<file path="src/rtl/context_table.sv">
// Per-program resume-address table with round-robin restore search.
// Slots 1..NPROG hold a live bit and a relative address; a restore search scans from last_prog+1.
`timescale 1ns/1ps
module context_table #(
    parameter int NPROG  = 5,
    parameter int OFFSET = 1000,
    parameter int AW     = 32
) (
    input  logic          clock,
    input  logic          reset,
    input  logic          save,
    input  logic [2:0]    save_prog,
    input  logic [AW-1:0] save_addr,
    input  logic          end_valid,
    input  logic [2:0]    end_prog,
    input  logic          restore_req,
    output logic          restore_valid,
    output logic [2:0]    restore_prog,
    output logic [AW-1:0] restore_addr,
    output logic          busy,
    output logic          all_done,
    output logic [1:0]    o_dbg_state
);

    typedef enum logic [1:0] {S_IDLE = 2'd0, S_SEARCH = 2'd1, S_GRANT = 2'd2} state_t;

    localparam logic [2:0] NP = 3'(NPROG);

    state_t        r_state;
    state_t        w_state_next;
    logic [NPROG:1] r_live;
    logic [NPROG:1] w_live_next;
    logic [AW-1:0] r_addr [1:NPROG];
    logic [2:0]    r_last;
    logic [2:0]    r_cand;
    logic [2:0]    r_cnt;
    logic [2:0]    r_restore_prog;
    logic [AW-1:0] r_restore_addr;
    logic          r_all_done;

    logic          w_save_ok;
    logic          w_end_ok;
    logic          w_end_same;
    logic [AW-1:0] w_save_rel;
    logic          w_cand_live;
    logic [AW-1:0] w_cand_addr;
    logic          w_last_check;
    logic [2:0]    w_cand_next;
    logic [2:0]    w_cand_start;

    assign w_save_ok    = save && (save_prog != 3'd0) && (save_prog <= NP);
    assign w_end_ok     = end_valid && (end_prog != 3'd0) && (end_prog <= NP);
    assign w_end_same   = w_end_ok && (end_prog == save_prog);
    assign w_save_rel   = save_addr - (AW'(save_prog) * AW'(OFFSET));
    assign w_last_check = (r_cnt == NP - 3'd1);
    assign w_cand_next  = (r_cand == NP) ? 3'd1 : r_cand + 3'd1;
    assign w_cand_start = (r_last == NP) ? 3'd1 : r_last + 3'd1;

    always_comb begin
        w_live_next = r_live;
        for (int i = 1; i <= NPROG; i++) begin
            if (w_end_ok && end_prog == 3'(i)) w_live_next[i] = 1'b0;
        end
    end

    always_comb begin
        w_cand_live = 1'b0;
        w_cand_addr = '0;
        for (int i = 1; i <= NPROG; i++) begin
            if (r_cand == 3'(i)) begin
                w_cand_live = r_live[i];
                w_cand_addr = r_addr[i];
            end
        end
    end

    // State register
    always_ff @(posedge clock) begin
        if (!reset) r_state <= S_IDLE;
        else        r_state <= w_state_next;
    end

    // Next-state logic
    always_comb begin
        w_state_next = r_state;
        case (r_state)
            S_IDLE:   if (restore_req) w_state_next = S_SEARCH;
            S_SEARCH: if (w_cand_live || w_last_check) w_state_next = S_GRANT;
            S_GRANT:  w_state_next = S_IDLE;
            default:  w_state_next = S_IDLE;
        endcase
    end

    // Outputs; the grant pulse is masked during reset so an aborted grant never shows
    always_comb begin
        busy          = (r_state == S_SEARCH);
        restore_valid = (r_state == S_GRANT) && reset;
        o_dbg_state   = r_state;
    end

    always_ff @(posedge clock) begin
        if (!reset) begin
            r_live         <= '1;
            r_last         <= NP;
            r_cand         <= 3'd0;
            r_cnt          <= 3'd0;
            r_restore_prog <= 3'd0;
            r_restore_addr <= '0;
            r_all_done     <= 1'b0;
            for (int i = 1; i <= NPROG; i++) r_addr[i] <= '0;
        end else begin
            r_live     <= w_live_next;
            r_all_done <= ~|w_live_next;
            // A simultaneous end on the same slot suppresses the address write
            for (int i = 1; i <= NPROG; i++) begin
                if (w_save_ok && !w_end_same && save_prog == 3'(i)) r_addr[i] <= w_save_rel;
            end
            case (r_state)
                S_IDLE: begin
                    if (restore_req) begin
                        r_cand <= w_cand_start;
                        r_cnt  <= 3'd0;
                    end
                end
                S_SEARCH: begin
                    if (w_cand_live) begin
                        r_restore_prog <= r_cand;
                        r_restore_addr <= w_cand_addr;
                        r_last         <= r_cand;
                    end else if (w_last_check) begin
                        r_restore_prog <= 3'd0;
                        r_restore_addr <= '0;
                    end else begin
                        r_cand <= w_cand_next;
                        r_cnt  <= r_cnt + 3'd1;
                    end
                end
                default: ;
            endcase
        end
    end

    assign restore_prog = r_restore_prog;
    assign restore_addr = r_restore_addr;
    assign all_done     = r_all_done;

endmodule

</file>
<file path="config.mk">
export PLATFORM = sky130hd
export DESIGN_NAME = context_table
export DESIGN_NICKNAME = d
export VERILOG_FILES = /design/src/rtl/context_table.sv
export SDC_FILE = /design/constraint.sdc
export NUM_CORES = 1
export LEC_CHECK = 0
export CAP_MARGIN = 25
export CORE_MARGIN = 10
export CORE_UTILIZATION = 55
export CTS_BUF_LIST = sky130_fd_sc_hd__clkbuf_8
export DETAILED_ROUTE_END_ITERATION = 8
export PLACE_DENSITY = 0.79
export SYNTH_ARGS = -nofsm -noshare
export SYNTH_HDL_FRONTEND = slang
export SYNTH_SLANG_ARGS = --single-unit
</file>
<file path="constraint.sdc">
create_clock -name clock -period 4.6 [get_ports clock]
set_clock_uncertainty 0.05 [all_clocks]
set_input_delay 0.92 -clock clock [delete_from_list [all_inputs] [get_ports clock]]
set_output_delay 0.92 -clock clock [all_outputs]
set_load 0.02 [all_outputs]
</file>
; Yosys cells after proc, flatten, opt, wreduce, memory -nomap -nowiden
; Memory sizes are Yosys's and may differ from the RTL's.
; Cells that the tools add are included.
[word_totals]
reg_bits = 52
mem_bits_rw = 160
elab_cells = 128
memories = 1
[mem_list]
columns = name, depth, width, rd, rd_clocked_by_memory_dff, write_ports, line
row1 = r_addr, 5, 32, 5, 0, 5, 33  ; logic [AW-1:0] r_addr [1:NPROG];
[op_classes]
addsub = 4
multipliers = 1
order_cmp = 2
n_eq_ne = 24
mux = 53
bitwise = 5
reduce_logical = 30
[op_table]
columns = cell, n
row1 = $mux W32, 12
row2 = $sub A32 B13 Y32, 1
row3 = $mux W3, 10
row4 = $mux W1, 26
row5 = $eq A3 B3 Y1 const B, 8
row6 = $eq A3 B2 Y1 const B, 6
row7 = $logic_and A1 B1 Y1, 17
row8 = $pmux W3 S2, 2
row9 = $mul A3 B7 Y10 const B, 1
row10 = $add A3 B1 Y3 const B, 3
row11 = $eq A3 B1 Y1 const B, 3
row12 = $le A3 B3 Y1 const B, 2
row13 = $ne A2 B2 Y1 const B, 3
row14 = $reduce_and A2 Y1, 3
row15 = $reduce_bool A3 Y1, 2
row16 = $or A1 B1 Y1, 5
row17 = $reduce_or A5 Y1, 1
row18 = $mux W2, 2
row19 = $pmux W2 S2, 1
row20 = $reduce_and A4 Y1, 1
row21 = $reduce_bool A2 Y1, 2
row22 = $eq A3 B3 Y1, 1
row23 = $eq A2 B1 Y1 const B, 1
row24 = $eq A2 B2 Y1 const B, 1
row25 = 4 further kinds, 5

; Logic depth before layout (Yosys ltp)
[logic_depth]
word_depth = 11
ltp_mapped = 15
ltp_nobuf = 14

; Least setup slack after synthesis
; Ideal clock, no wire load.
[synth_path]
kind = in2reg
start = in save_prog[0]
end = reg r_addr[0][127] (netlist name)
setup_ns = 0.275
arrival_time_ns = 4.085
required_ns = 4.275
setup_slack_ns = 0.190
cell_stages = 12
cell_sequence = fa_1 > fa_1 > inv_1 > fa_1 > xnor2_1 > ha_1 > clkbuf_1 > a211oi_1 > nor2_1 > or4_1 > o21ai_0 > a21oi_1
[synth_lines]
columns = element, line
row1 = "start, declared", 12  ; input logic [2:0] save_prog,

==> impl_metrics.tcl <==
set metrics [dict create \
    status "completed" \
    slowest_stage "fa_1" \
    dp_hpwl_um 20300 \
    whs_path_depth 2 \
    crit_path_end_kind "flip-flop" \
    worst_pin_slew_ps 964.5 \
    start_util_pct 55.65 \
    multiInputGateArea_sq_mm 0.004586 \
    vias 9286 \
    avgSynthCellArea_sq_um 10.13 \
    fmax_mhz 226.8 \
    r2r-start "r_cand[2]" \
    synthCells 1066 \
    busiest_layer "met2" \
    finalCritPeriodShare_pct 95.85 \
    cts_max_level 2 \
    grt_pass1_wl_um 47890 \
    die_w_um 160.1 \
    min_to "restore_addr[16]" \
    antenna_left 0 \
    initialDrtViolationCount 1006 \
    dr.pass1.iters 6 \
    placementRows 51 \
    cpMostUsedCell "buf_4" \
    relSlewSlack_pct 35.70 \
    die_h_um 160.1 \
    viasPerCell 6.207 \
    fill_cells 1507 \
    instances_no_fill 1496 \
    syn-cell-area_sq_mm 0.01080 \
    cts.clk_slew.worst_paths_ps 60 \
    powerDensity_mw_per_mm2 398.7 \
    area_delta_synth_final_pct 21.04 \
    ioPinCount 83 \
    fin_crit_ps 4409 \
    synth-edff-count 160 \
    cts_buffer_depth 3 \
    use_met2_pct 36.81 \
    r2r_end "restore_addr[28]" \
    core_sq_mm 0.01940 \
    postSynth.asyncResetShare_pct 0 \
    worstPathArrival_ps 4630 \
    grt.met3_usage_pct 6.170 \
    cts_root_buf "clkbuf_8" \
    synth_commonest_cells "a21oi_1 (160), edfxtp_1 (160), nand2_1 (134), nor2_1 (75), o21ai_0 (57)" \
    yosys-top-cells-area "edfxtp_1 (45%), dfxtp_1 (9.6%), a21oi_1 (7.4%)" \
    wl_per_cell_um 20.47 \
    die_area_sq_mm 0.02563 \
    crit_path_max_incr_delay_ps 590 \
    dp_cells 1432 \
    rsz0062_at_grt "no" \
    clock_latency_ps 540 \
    drc_errors 0 \
    yosysTopAreaCellShare_pct 44.51 \
    gp_congestion 0.9232 \
    clock_sinks 212 \
    cts_inserted_buffers 35 \
    synth_flop_cell "edfxtp_1" \
    hp-class "reg2reg" \
    setup_slack_ps 191.0 \
    hold_start "restore_addr[16]" \
    setup_viol 0 \
    grt_max_degree 45 \
    cts_hold_buf 0 \
    port_buffers 82 \
    synth-seq-cells 212 \
    seqCellArea_sq_mm 0.005847 \
    cp_cell_sequence "clkdlybuf4s50_1 > fa_1 > buf_4 > fa_1 > inv_1 > fa_1 > xnor2_1 > ha_1 > buf_4 > nand4_1 > buf_4 > o22ai_1 > o211ai_1 > a311oi_2 > buf_4 > nor2_1" \
    nets 1277 \
    hold_viol 0 \
    cap_violations 0 \
    crit_type "in2reg" \
    cp.required_ps 4820 \
    synth_nets 1138 \
    drt_wl_total_um 30620 \
    antenna_cells 0 \
    path_delay_family "adder cells" \
    overflow 0 \
    vdd_ir_drop_max_mv 0.1801 \
    crit_buf_inv 6 \
    use_met1_pct 29.72 \
    whs_ps 423.0 \
    crit_fanout 5 \
    ff2ff_path_depth 6 \
    yosys_warnings 0 \
    ys_seq_area_share_pct 54.15 \
    power.leakage_nw 4.634 \
    yosys.area.top_type "edfxtp_1" \
    r2r_setup_slack_ps 1060 \
    track_usage_pct 23.07 \
    grt_pass1_vias 8938 \
    startpoint_type "input pin" \
    grt_antenna_before_repair 0 \
    synth_cell_type_count 70 \
    drive_gt1_share_pct 13.32 \
    pre_cts_ws_ps -403.4 \
    cts_tree "done" \
    drv_slew 0 \
]
-- logic make-up after synthesis --
kind of cell             synth area share (%)
XOR/XNOR                               0.6490
multiplexers                            3.720
buffers and inverters                   3.720
flip-flops                              54.15
adder cells (fa/ha/maj)                 3.709
AND/OR/NAND/NOR                         16.54
AO/OA/AOI/OAI                           17.51
-- power by group --
part | internal [W] | switching, W
clock | 0.000840 | 0.000751
combinational | 0.000533 | 0.000800
sequential | 0.00219 | 0.0000991
-- registers in the layout, summed over array words and instances, names as in the netlist, 2 cells and up --
| name | count |
|---|---|
| r_addr | 160 |
| restore_addr | 32 |
| r_live | 5 |
| r_cand | 3 |
| r_cnt | 3 |
| r_last | 3 |
| restore_prog | 3 |
| o_dbg_state | 2 |
-- repair_timing --
item / CTS / global route
setup buffers: 0 / 1
resized for setup: 0 / 6
setup endpoints to repair: 0 / 16
-- cell type report --
type                       instances  share of cell area [%]
sequential                       212                   44.75
multi-input combinational        755                   35.10
timing repair buffer             175                   11.74
clock buffer                      39                   4.108
tap                              265                   2.538
clock inverter                    24                   1.025
inverter                          26                  0.7469
-- worst register-to-register path: stages, from the launching register on --
cell	delay [ps]
dfxtp_1	860
nor2b_2	870
mux2i_1	550
and3_1	230
buf_4	430
nand3_1	290
a21oi_1	190
-- layout by cell type, fill, tap and decap left out, types with 34 or more instances in the layout --
cell / netlist / routed
clkbuf_8: 0 / 39
clkdlybuf4s50_1: 0 / 81
nand2_1: 134 / 134
mux2i_1: 39 / 39
a21oi_1: 160 / 160
o21ai_0: 57 / 54
edfxtp_1: 160 / 160
inv_1: 25 / 34
dfxtp_1: 52 / 51
nor2_1: 75 / 75
nand3_1: 47 / 47
buf_4: 5 / 92
-- layer usage --
| layer | vias up | wire, um |
|---|---|---|
| li1 | 4260 | - |
| met5 | - | 0 |
| met3 | 75 | 3539 |
| met1 | 4393 | 12140 |
| met4 | 0 | 695 |
| met2 | 558 | 14240 |
-- stage by stage --
step	instance area (sq um)	TNS [ps]	util, %	power, W
final	13070	0	67.36	0.005210
after global routing	13070	0	67.36	0.005427
after CTS	13040	0	67.21	0.005196
after detailed placement	12370	-21890	63.76	0.003627
after global placement	12370	-14250	63.76	0.003592
after floorplan	10800	0	-	0.003098
-- how the worst max path moves through the flow --
stage | depth (start not counted) | end | slack, ps | from
after floorplan | 12 | r_addr[0][127] | 190 | save_prog[0]
after global placement | 16 | r_addr[0][79] | -350 | save_prog[1]
after detailed placement | 16 | r_addr[0][175] | -400 | save_prog[0]
after CTS | 16 | r_addr[0][175] | 150 | save_prog[0]
after global routing | 14 | r_addr[0][124] | 0.06 | save_prog[2]
final | 16 | r_addr[0][175] | 190 | save_prog[2]
(Power assumes the default switching activity.)
